## src/rtl/ling_pkg.sv

```systemverilog
// Shared constants, types and helpers for the Ling/Knowles pipelined subtractor.
// Latency: none (declarations only).
// Backpressure: not applicable.
package ling_pkg;

    // Prefix levels evaluated in the second register stage; the rest go to the third.
    localparam int S2_LEVELS = 3;

    // Scalar part of the first-stage payload. The WIDTH-wide p/g vectors are
    // added around it in the top, where WIDTH is known.
    typedef struct packed {
        logic cin;
        logic a_msb;
        logic b_msb;
    } stage_ctl_t;

    // Number of prefix levels needed to span n bits (ceil(log2 n)).
    function automatic int clog2(input int n);
        int r;
        r = 0;
        while ((1 << r) < n) begin
            r = r + 1;
        end
        return r;
    endfunction

endpackage

```

## src/rtl/ling_prefix_level.sv

```systemverilog
// One level of the Ling prefix tree: combines (H, I) pairs of span SPAN into span 2*SPAN.
// Latency: combinational.
// Backpressure: not applicable.
module ling_prefix_level #(
    parameter int WIDTH = 20,
    parameter int SPAN  = 1
) (
    input  logic [WIDTH-1:0] h_in,
    input  logic [WIDTH-1:0] i_in,
    output logic [WIDTH-1:0] h_out,
    output logic [WIDTH-1:0] i_out
);

    for (genvar j = 0; j < WIDTH; j++) begin : g_bit
        if (j < SPAN) begin : g_pass
            // Group already reaches the carry-in; nothing left to combine.
            assign h_out[j] = h_in[j];
            assign i_out[j] = i_in[j];
        end else if (j < 2 * SPAN) begin : g_grey
            // Lower group is complete, so only H is needed and the group closes.
            assign h_out[j] = h_in[j] | (i_in[j] & h_in[j-SPAN]);
            assign i_out[j] = 1'b0;
        end else begin : g_black
            assign h_out[j] = h_in[j] | (i_in[j] & h_in[j-SPAN]);
            assign i_out[j] = i_in[j] & i_in[j-SPAN];
        end
    end

endmodule

```

## src/rtl/ling_knowles_sub_pipe.sv

```systemverilog
// Pipelined subtractor diff = a - b - bin using a Ling parallel-prefix carry tree.
// Latency: 3 cycles (accept at edge k, result valid after edge k+2), 1 beat/cycle.
// Backpressure: full valid/ready; stages load when empty or draining, bubbles collapse.
module ling_knowles_sub_pipe
    import ling_pkg::*;
#(
    parameter int WIDTH = 20
) (
    input  logic             clk,
    input  logic             rst,
    input  logic             in_valid,
    output logic             in_ready,
    input  logic [WIDTH-1:0] a,
    input  logic [WIDTH-1:0] b,
    input  logic             bin,
    output logic             out_valid,
    input  logic             out_ready,
    output logic [WIDTH-1:0] diff,
    output logic             bout,
    output logic             ovf,
    output logic             zero
);

    localparam int LEVELS = clog2(WIDTH);
    localparam int N2     = (LEVELS < S2_LEVELS) ? LEVELS : S2_LEVELS;
    localparam int N3     = LEVELS - N2;

    typedef struct packed {
        logic [WIDTH-1:0] p;
        logic [WIDTH-1:0] g;
        stage_ctl_t       ctl;
    } s1_pay_t;

    typedef struct packed {
        logic [WIDTH-1:0] h;
        logic [WIDTH-1:0] i;
        logic [WIDTH-1:0] p;
        logic [WIDTH-1:0] x;
        stage_ctl_t       ctl;
    } s2_pay_t;

    // ---------------- handshake ----------------
    logic v1, v2, v3;
    logic ld1, ld2, ld3;

    assign ld3       = ~v3 | out_ready;
    assign ld2       = ~v2 | ld3;
    assign ld1       = ~v1 | ld2;
    assign in_ready  = ld1;
    assign out_valid = v3;

    // Stage valid bits advance whenever the receiving stage can load.
    always_ff @(posedge clk or posedge rst) begin
        if (rst) begin
            v1 <= 1'b0;
            v2 <= 1'b0;
            v3 <= 1'b0;
        end else begin
            if (ld1) v1 <= in_valid;
            if (ld2) v2 <= v1;
            if (ld3) v3 <= v2;
        end
    end

    // ---------------- S1: inverted-subtrahend generate/propagate ----------------
    s1_pay_t s1_nxt, s1_q;

    assign s1_nxt.p         = a | ~b;
    assign s1_nxt.g         = a & ~b;
    assign s1_nxt.ctl.cin   = ~bin;
    assign s1_nxt.ctl.a_msb = a[WIDTH-1];
    assign s1_nxt.ctl.b_msb = b[WIDTH-1];

    // Capture operands only for real beats so idle cycles do not disturb data.
    always_ff @(posedge clk or posedge rst) begin
        if (rst) s1_q <= '0;
        else if (ld1 && in_valid) s1_q <= s1_nxt;
    end

    // ---------------- S2: reduced Ling cell plus low prefix levels ----------------
    logic [WIDTH-1:0] hs2 [N2+1];
    logic [WIDTH-1:0] is2 [N2+1];

    // Carry-in acts as a generate one position below bit 0; I[j] is the
    // propagate of the bit beneath j, and bit 0 has nothing beneath it.
    assign hs2[0] = s1_q.g | {s1_q.g[WIDTH-2:0], s1_q.ctl.cin};
    assign is2[0] = {s1_q.p[WIDTH-2:0], 1'b0};

    for (genvar k = 0; k < N2; k++) begin : g_s2_lvl
        ling_prefix_level #(.WIDTH(WIDTH), .SPAN(1 << k)) u_lvl (
            .h_in  (hs2[k]),
            .i_in  (is2[k]),
            .h_out (hs2[k+1]),
            .i_out (is2[k+1])
        );
    end

    s2_pay_t s2_nxt, s2_q;

    assign s2_nxt.h   = hs2[N2];
    assign s2_nxt.i   = is2[N2];
    assign s2_nxt.p   = s1_q.p;
    assign s2_nxt.x   = s1_q.p ^ s1_q.g;
    assign s2_nxt.ctl = s1_q.ctl;

    // Partial prefix results move on when S1 holds a beat and S2 can load.
    always_ff @(posedge clk or posedge rst) begin
        if (rst) s2_q <= '0;
        else if (ld2 && v1) s2_q <= s2_nxt;
    end

    // ---------------- S3: upper prefix levels and sum recovery ----------------
    logic [WIDTH-1:0] hs3 [N3+1];
    logic [WIDTH-1:0] is3 [N3+1];

    assign hs3[0] = s2_q.h;
    assign is3[0] = s2_q.i;

    for (genvar k = 0; k < N3; k++) begin : g_s3_lvl
        ling_prefix_level #(.WIDTH(WIDTH), .SPAN(1 << (N2 + k))) u_lvl (
            .h_in  (hs3[k]),
            .i_in  (is3[k]),
            .h_out (hs3[k+1]),
            .i_out (is3[k+1])
        );
    end

    logic [WIDTH-1:0] hf;
    logic [WIDTH-1:0] carry;
    logic [WIDTH-1:0] sum;
    logic             cout;

    // A real carry out of bit j is the Ling pseudo-carry gated by that bit's propagate.
    assign hf    = hs3[N3];
    assign carry = {s2_q.p[WIDTH-2:0] & hf[WIDTH-2:0], s2_q.ctl.cin};
    assign sum   = s2_q.x ^ carry;
    assign cout  = s2_q.p[WIDTH-1] & hf[WIDTH-1];

    // Result registers change only when a new beat lands, so they hold during a stall.
    always_ff @(posedge clk or posedge rst) begin
        if (rst) begin
            diff <= '0;
            bout <= 1'b0;
            ovf  <= 1'b0;
            zero <= 1'b0;
        end else if (ld3 && v2) begin
            diff <= sum;
            bout <= ~cout;
            ovf  <= (s2_q.ctl.a_msb != s2_q.ctl.b_msb) && (sum[WIDTH-1] != s2_q.ctl.a_msb);
            zero <= (sum == '0);
        end
    end

endmodule

```

## config.mk

```make
export PLATFORM = sky130hd
export DESIGN_NAME = ling_knowles_sub_pipe
export DESIGN_NICKNAME = d
export VERILOG_FILES = /design/src/rtl/ling_pkg.sv /design/src/rtl/ling_prefix_level.sv /design/src/rtl/ling_knowles_sub_pipe.sv
export SDC_FILE = /design/constraint.sdc
export NUM_CORES = 1
export LEC_CHECK = 0
export ABC_AREA = 1
export BUFFER_PORTS_ARGS = -buffer_cell sky130_fd_sc_hd__clkbuf_2
export CAP_MARGIN = 20
export CORE_MARGIN = 2
export CORE_UTILIZATION = 35
export CTS_BUF_LIST = sky130_fd_sc_hd__clkbuf_8
export CTS_CLUSTER_SIZE = 8
export DETAILED_ROUTE_END_ITERATION = 12
export SETUP_SLACK_MARGIN = 0.5
export SYNTH_ARGS = -nofsm -noshare
export SYNTH_HDL_FRONTEND = slang
export SYNTH_SLANG_ARGS = --single-unit
export TNS_END_PERCENT = 50
```

## constraint.sdc

```tcl
create_clock -name clk -period 7.69 [get_ports clk]
set_input_delay 0.3845 -clock clk [delete_from_list [all_inputs] [get_ports clk]]
set_output_delay 0.3845 -clock clk [all_outputs]
set_load 0.02 [all_outputs]
```

Yosys cells after proc, flatten, opt, wreduce, memory -nomap -nowiden

Index checks and enable logic that the tools add are counted.

Equal/unequal tests: 2
Reduce and logical (&&, ||, !) cells: 5
Bitwise logic cells: 204

Operators with widths:

| operator            | number |
|---|---|
| $and A1 B1 Y1       | 120 |
| $or A1 B1 Y1        | 72 |
| $or A20 B20 Y20     | 2 |
| $xor A20 B20 Y20    | 2 |
| $and A20 B20 Y20    | 1 |
| $logic_not A20 Y1   | 1 |
| $not A20 Y20        | 1 |
| $and A19 B19 Y19    | 1 |
| $not A1 Y1          | 5 |
| $logic_and A1 B1 Y1 | 4 |
| $ne A1 B1 Y1        | 2 |

Logic and storage cells: 230
Register bits: 144
Input port bits: 45
Output and inout port bits: 25

Logic depth before layout (Yosys ltp)

Depth after elaboration: 7
Depth in mapped cells: 11
Mapped depth without buffers: 11

Hierarchy

From an unflattened synthesis, not the netlist that was laid out.

Cells, all modules: 1173
Area total of the unflattened synthesis: 8348.0 µm²

Modules (own cells, without submodules):

| module                                 | instances | area each (µm²) | sequential area each (µm²) | cells an instance |
|---|---|---|---|---|
| ling_knowles_sub_pipe                  | 1         | 6568.8          | 3803.6                     | 780 |
| ling_prefix_level at g_s2_lvl[0].u_lvl | 1         | 375.4           | 0.0                        | 97 |
| ling_prefix_level at g_s2_lvl[1].u_lvl | 1         | 371.6           | 0.0                        | 93 |
| ling_prefix_level at g_s2_lvl[2].u_lvl | 1         | 364.1           | 0.0                        | 85 |
| ling_prefix_level at g_s3_lvl[0].u_lvl | 1         | 349.1           | 0.0                        | 69 |
| ling_prefix_level at g_s3_lvl[1].u_lvl | 1         | 319.1           | 0.0                        | 49 |

Worst setup path after synthesis

No wires, ideal clock.

Path kind: flip-flop to flip-flop
Start: register v3, in the netlist out_valid
End: register s1_q, in the netlist is2[61]
Arrival time: 1.363 ns
Stages on the path, launching flop included: 7
Buffers on the path: 1
Setup slack: 6.197 ns
Data required time: 7.560 ns
Library setup time: 0.130 ns
Period minus slack after synthesis: 1.493 ns
Cells stage by stage: dfrtp_1 -> nand4_2 -> nand2_1 -> inv_2 -> buf_1 -> o21ai_0 -> o21ai_0

Word-level cells in the longest chain between the ends: 5

Ends and longest elaborated chain:

| what                     | line                        | source |
|---|---|---|
| start: declaration       | ling_knowles_sub_pipe.sv:43 | `logic v1, v2, v3;` |
| start signal: assignment | ling_knowles_sub_pipe.sv:61 | `if (ld3) v3 <= v2;` |
| $not A1 Y1               | ling_knowles_sub_pipe.sv:46 | `assign ld3 = ~v3 \| out_ready;` |
| $or A1 B1 Y1             | ling_knowles_sub_pipe.sv:46 |  |
| $or A1 B1 Y1             | ling_knowles_sub_pipe.sv:47 | `assign ld2 = ~v2 \| ld3;` |
| $or A1 B1 Y1             | ling_knowles_sub_pipe.sv:48 | `assign ld1 = ~v1 \| ld2;` |
| net in_ready             | ling_knowles_sub_pipe.sv:12 | `output logic in_ready,` |
| $logic_and A1 B1 Y1      | ling_knowles_sub_pipe.sv:77 | `else if (ld1 && in_valid) s1_q <= s1_nxt;` |
| end signal: assignment   | ling_knowles_sub_pipe.sv:77 |  |
| end: declaration         | ling_knowles_sub_pipe.sv:66 | `s1_pay_t s1_nxt, s1_q;` |

The timed path passes the listed nets, and every way through them passes these cells.
A chain may end at the register's enable or synchronous reset.

Final worst setup path

Start: register v3, in the netlist out_valid
End: register s2_q, in the netlist hs3[55]

Word-level cells in the longest chain between the ends: 4

Ends and longest elaborated chain:

| what                   | line                         | source |
|---|---|---|
| $not A1 Y1             | ling_knowles_sub_pipe.sv:46  |  |
| $or A1 B1 Y1           | ling_knowles_sub_pipe.sv:46  |  |
| $or A1 B1 Y1           | ling_knowles_sub_pipe.sv:47  |  |
| $logic_and A1 B1 Y1    | ling_knowles_sub_pipe.sv:109 | `else if (ld2 && v1) s2_q <= s2_nxt;` |
| end signal: assignment | ling_knowles_sub_pipe.sv:109 |  |
| end: declaration       | ling_knowles_sub_pipe.sv:98  | `s2_pay_t s2_nxt, s2_q;` |

No other way between the ends.

==> flow_summary.json <==
{
  "cts_buffer_depth": 2,
  "syn_area_um2": 6730,
  "reg2reg_from": "out_valid",
  "fill_cells": 1934,
  "fp.dieArea_um2": 20400,
  "clkTransAtPathRegs_ns": 0.07,
  "r2r_slack_ns": 5.16,
  "vias_per_cell": 4.85,
  "place_ws_ns": 5.03,
  "start_util_pct": 35.9,
  "dp_hpwl_um": 12100,
  "yosys.area.top_type": "dfrtp_1",
  "powerDensity_nw_per_um2": 332,
  "start_kind": "flop",
  "yosys.area.top_type_share_pct": 53.5,
  "nNetsFinal": 957,
  "holdCritPathClass": "in2async",
  "synth_seq_cells": 144,
  "drt_wl_total_um": 16500,
  "multi_input_area_um2": 2550,
  "ir_worst_vdd_v": 0.000117,
  "finalCritPeriodShare_pct": 32.8,
  "cts_max_level": 4,
  "synth_edf_count": 0,
  "rsz0062_at_grt": "false",
  "crit_chain": "nand3_1 -> nand2_2 -> buf_4 -> inv_2 -> o21ai_0 -> o221ai_1",
  "period_needed_ns": 2.53,
  "diodes": 0,
  "slowest_stage": "buf_4",
  "cts_made_buffers": 17,
  "cp_slowest_stage_delay_ns": 0.63,
  "yosysMostFrequentCell": "nand2_1",
  "first_iter_violations": 460,
  "cts_setup_buffers": 0,
  "numClockSinks": 144,
  "synth_cell_types": 30,
  "grt_max_degree": 88,
  "firstDrtPassIters": 5,
  "ys_async_sr_fraction_pct": 100,
  "cp.required_ns": 7.99,
  "cp_max_fo": 85,
  "syn_nets": 894,
  "total_power_mw": 2.52,
  "leakagePower_nw": 3.81,
  "ys_top_cells_by_count": "nand2_1 (210), dfrtp_1 (144), o21ai_0 (144)",
  "ff2ff_path_depth": 6,
  "final_area_um2": 7590,
  "tightest_slew_ns": 0.986,
  "die_h_um": 143,
  "chipWidth_um": 143,
  "grt_pass1_wl_um": 27300,
  "port_buffers": 69,
  "relSlewSlack_pct": 34.1,
  "synth_cells": 849,
  "setup_ws_ns": 5.16,
  "finalSetupTns_ns": 0,
  "ys.warnings.count": 0,
  "maxCapViolations": 0,
  "post-route-util_pct": 40.4,
  "globalplace.congestion": 0.835,
  "synth-main-ff-cell": "dfrtp_1",
  "status": "finished, final reports clean",
  "num_rows": 50,
  "seqCellArea_um2": 3600,
  "overflow": 0,
  "drv_slew": 0,
  "tritoncts": "yes",
  "grt_use_total_pct": 17.2,
  "fmax_mhz": 396,
  "hold_buffers": 0,
  "antenna_found_initial": 0,
  "ys_top_cells_by_area": "dfrtp_1 (54%), nand2_1 (12%), o21ai_0 (11%), inv_1 (6.5%), nand3_1 (5.1%)",
  "avgSynthCellArea_um2": 7.93,
  "r2r_end": "hs3[55]",
  "core_area_um2": 18800,
  "cp-end-kind": "flop",
  "critPathArrivalTime_ns": 2.83,
  "setup.worst_path.class": "reg2reg",
  "clock_latency_ns": 0.46,
  "io_pins": 70,
  "placed_area_um2": 7260,
  "drt-wirelength-per-cell_um": 14.3,
  "grt_pass1_vias": 5339,
  "hold_viol": 0,
  "clock_skew_ns": 0.0115,
  "ys_seq_area_share_pct": 53.5,
  "drive_gt1_share_pct": 11.1,
  "post_cts_resized": 0,
  "area_growth_pct": 12.7,
  "setup_viol_count_final": 0,
  "num_vias": 5589,
  "root_buffer": "clkbuf_8",
  "drc": 0,
  "ant_nets": 0
}
-- layout make-up --
type / count / share of cell area (%)
tap: 234 / 3.86
timing repair buffer: 73 / 5.11
clock buffer: 21 / 3.81
inverter: 119 / 5.95
clock inverter: 4 / 0.231
sequential: 144 / 47.5
multi-input combinational: 557 / 33.6
-- cell usage in the layout (no fill, tap or decap), types with 2 or more instances in the layout --
master,instances
o41ai_1,3
dfrtp_1,144
a31oi_1,17
clkinv_2,2
inv_2,2
o22a_1,2
inv_1,118
o211ai_1,3
o221ai_1,6
a21oi_1,6
clkbuf_8,21
o21ai_1,4
nand2_1,210
nand3_1,68
nand4_1,4
buf_4,3
clkbuf_2,69
o31ai_1,7
nor2_1,75
o21ai_0,144
-- stage by stage --
step	hold slack (ns)	std cells
2_1_floorplan	0.446	849
6_report	0.0649	1152
3_3_place_gp	0.460	1126
5_1_grt	0.111	1152
3_5_place_dp	0.464	1126
4_1_cts	0.0930	1151
-- critical path, delay by kind of cell, from the launching register on --
kind,cells,cell delay [ns]
buf+inv,2,1.25
compound gates,2,0.44
flops,1,0.43
simple gates,2,0.21
-- worst max path at each step --
stage,cells after the start,to,start
global placement,8,hs3[55],out_ready
finish,6,hs3[55],out_valid
floorplan,1,bout,rst
detailed placement,8,hs3[55],out_ready
global route,6,hs3[55],out_valid
CTS,6,hs3[55],out_valid
-- layer usage --
metal | GRT usage [%] | vias to the layer above | wire length [um]
met5 | 0 | - | 0
met4 | 6.04 | 0 | 291
met3 | 3.59 | 18 | 793
met2 | 24.1 | 121 | 6770
met1 | 26.1 | 2569 | 8610
li1 | - | 2881 | -
-- flip-flops by register name, indices dropped and copies added (netlist names) --
name	flops
hs3	20
s2_q	42
carry	1
v1	1
s1_q	24
ovf	1
out_valid	1
is2	19
zero	1
bout	1
v2	1
diff	20
is3	12
-- where the power goes --
part	internal (mW)	total (mW)	switching, mW
clock network	0.241	0.501	0.260
registers	0.997	1.17	0.177
logic	0.273	0.843	0.570
total	1.51	2.52	1.01
-- cells by family after synthesis --
family | after synthesis | share of synthesized area [%]
buffers and inverters | 148 | 8.68
AND/OR/NAND/NOR | 360 | 21.7
flip-flops | 144 | 53.5
AO/OA/AOI/OAI | 197 | 16.1
No activity file was read; power rests on OpenSTA's default activity.
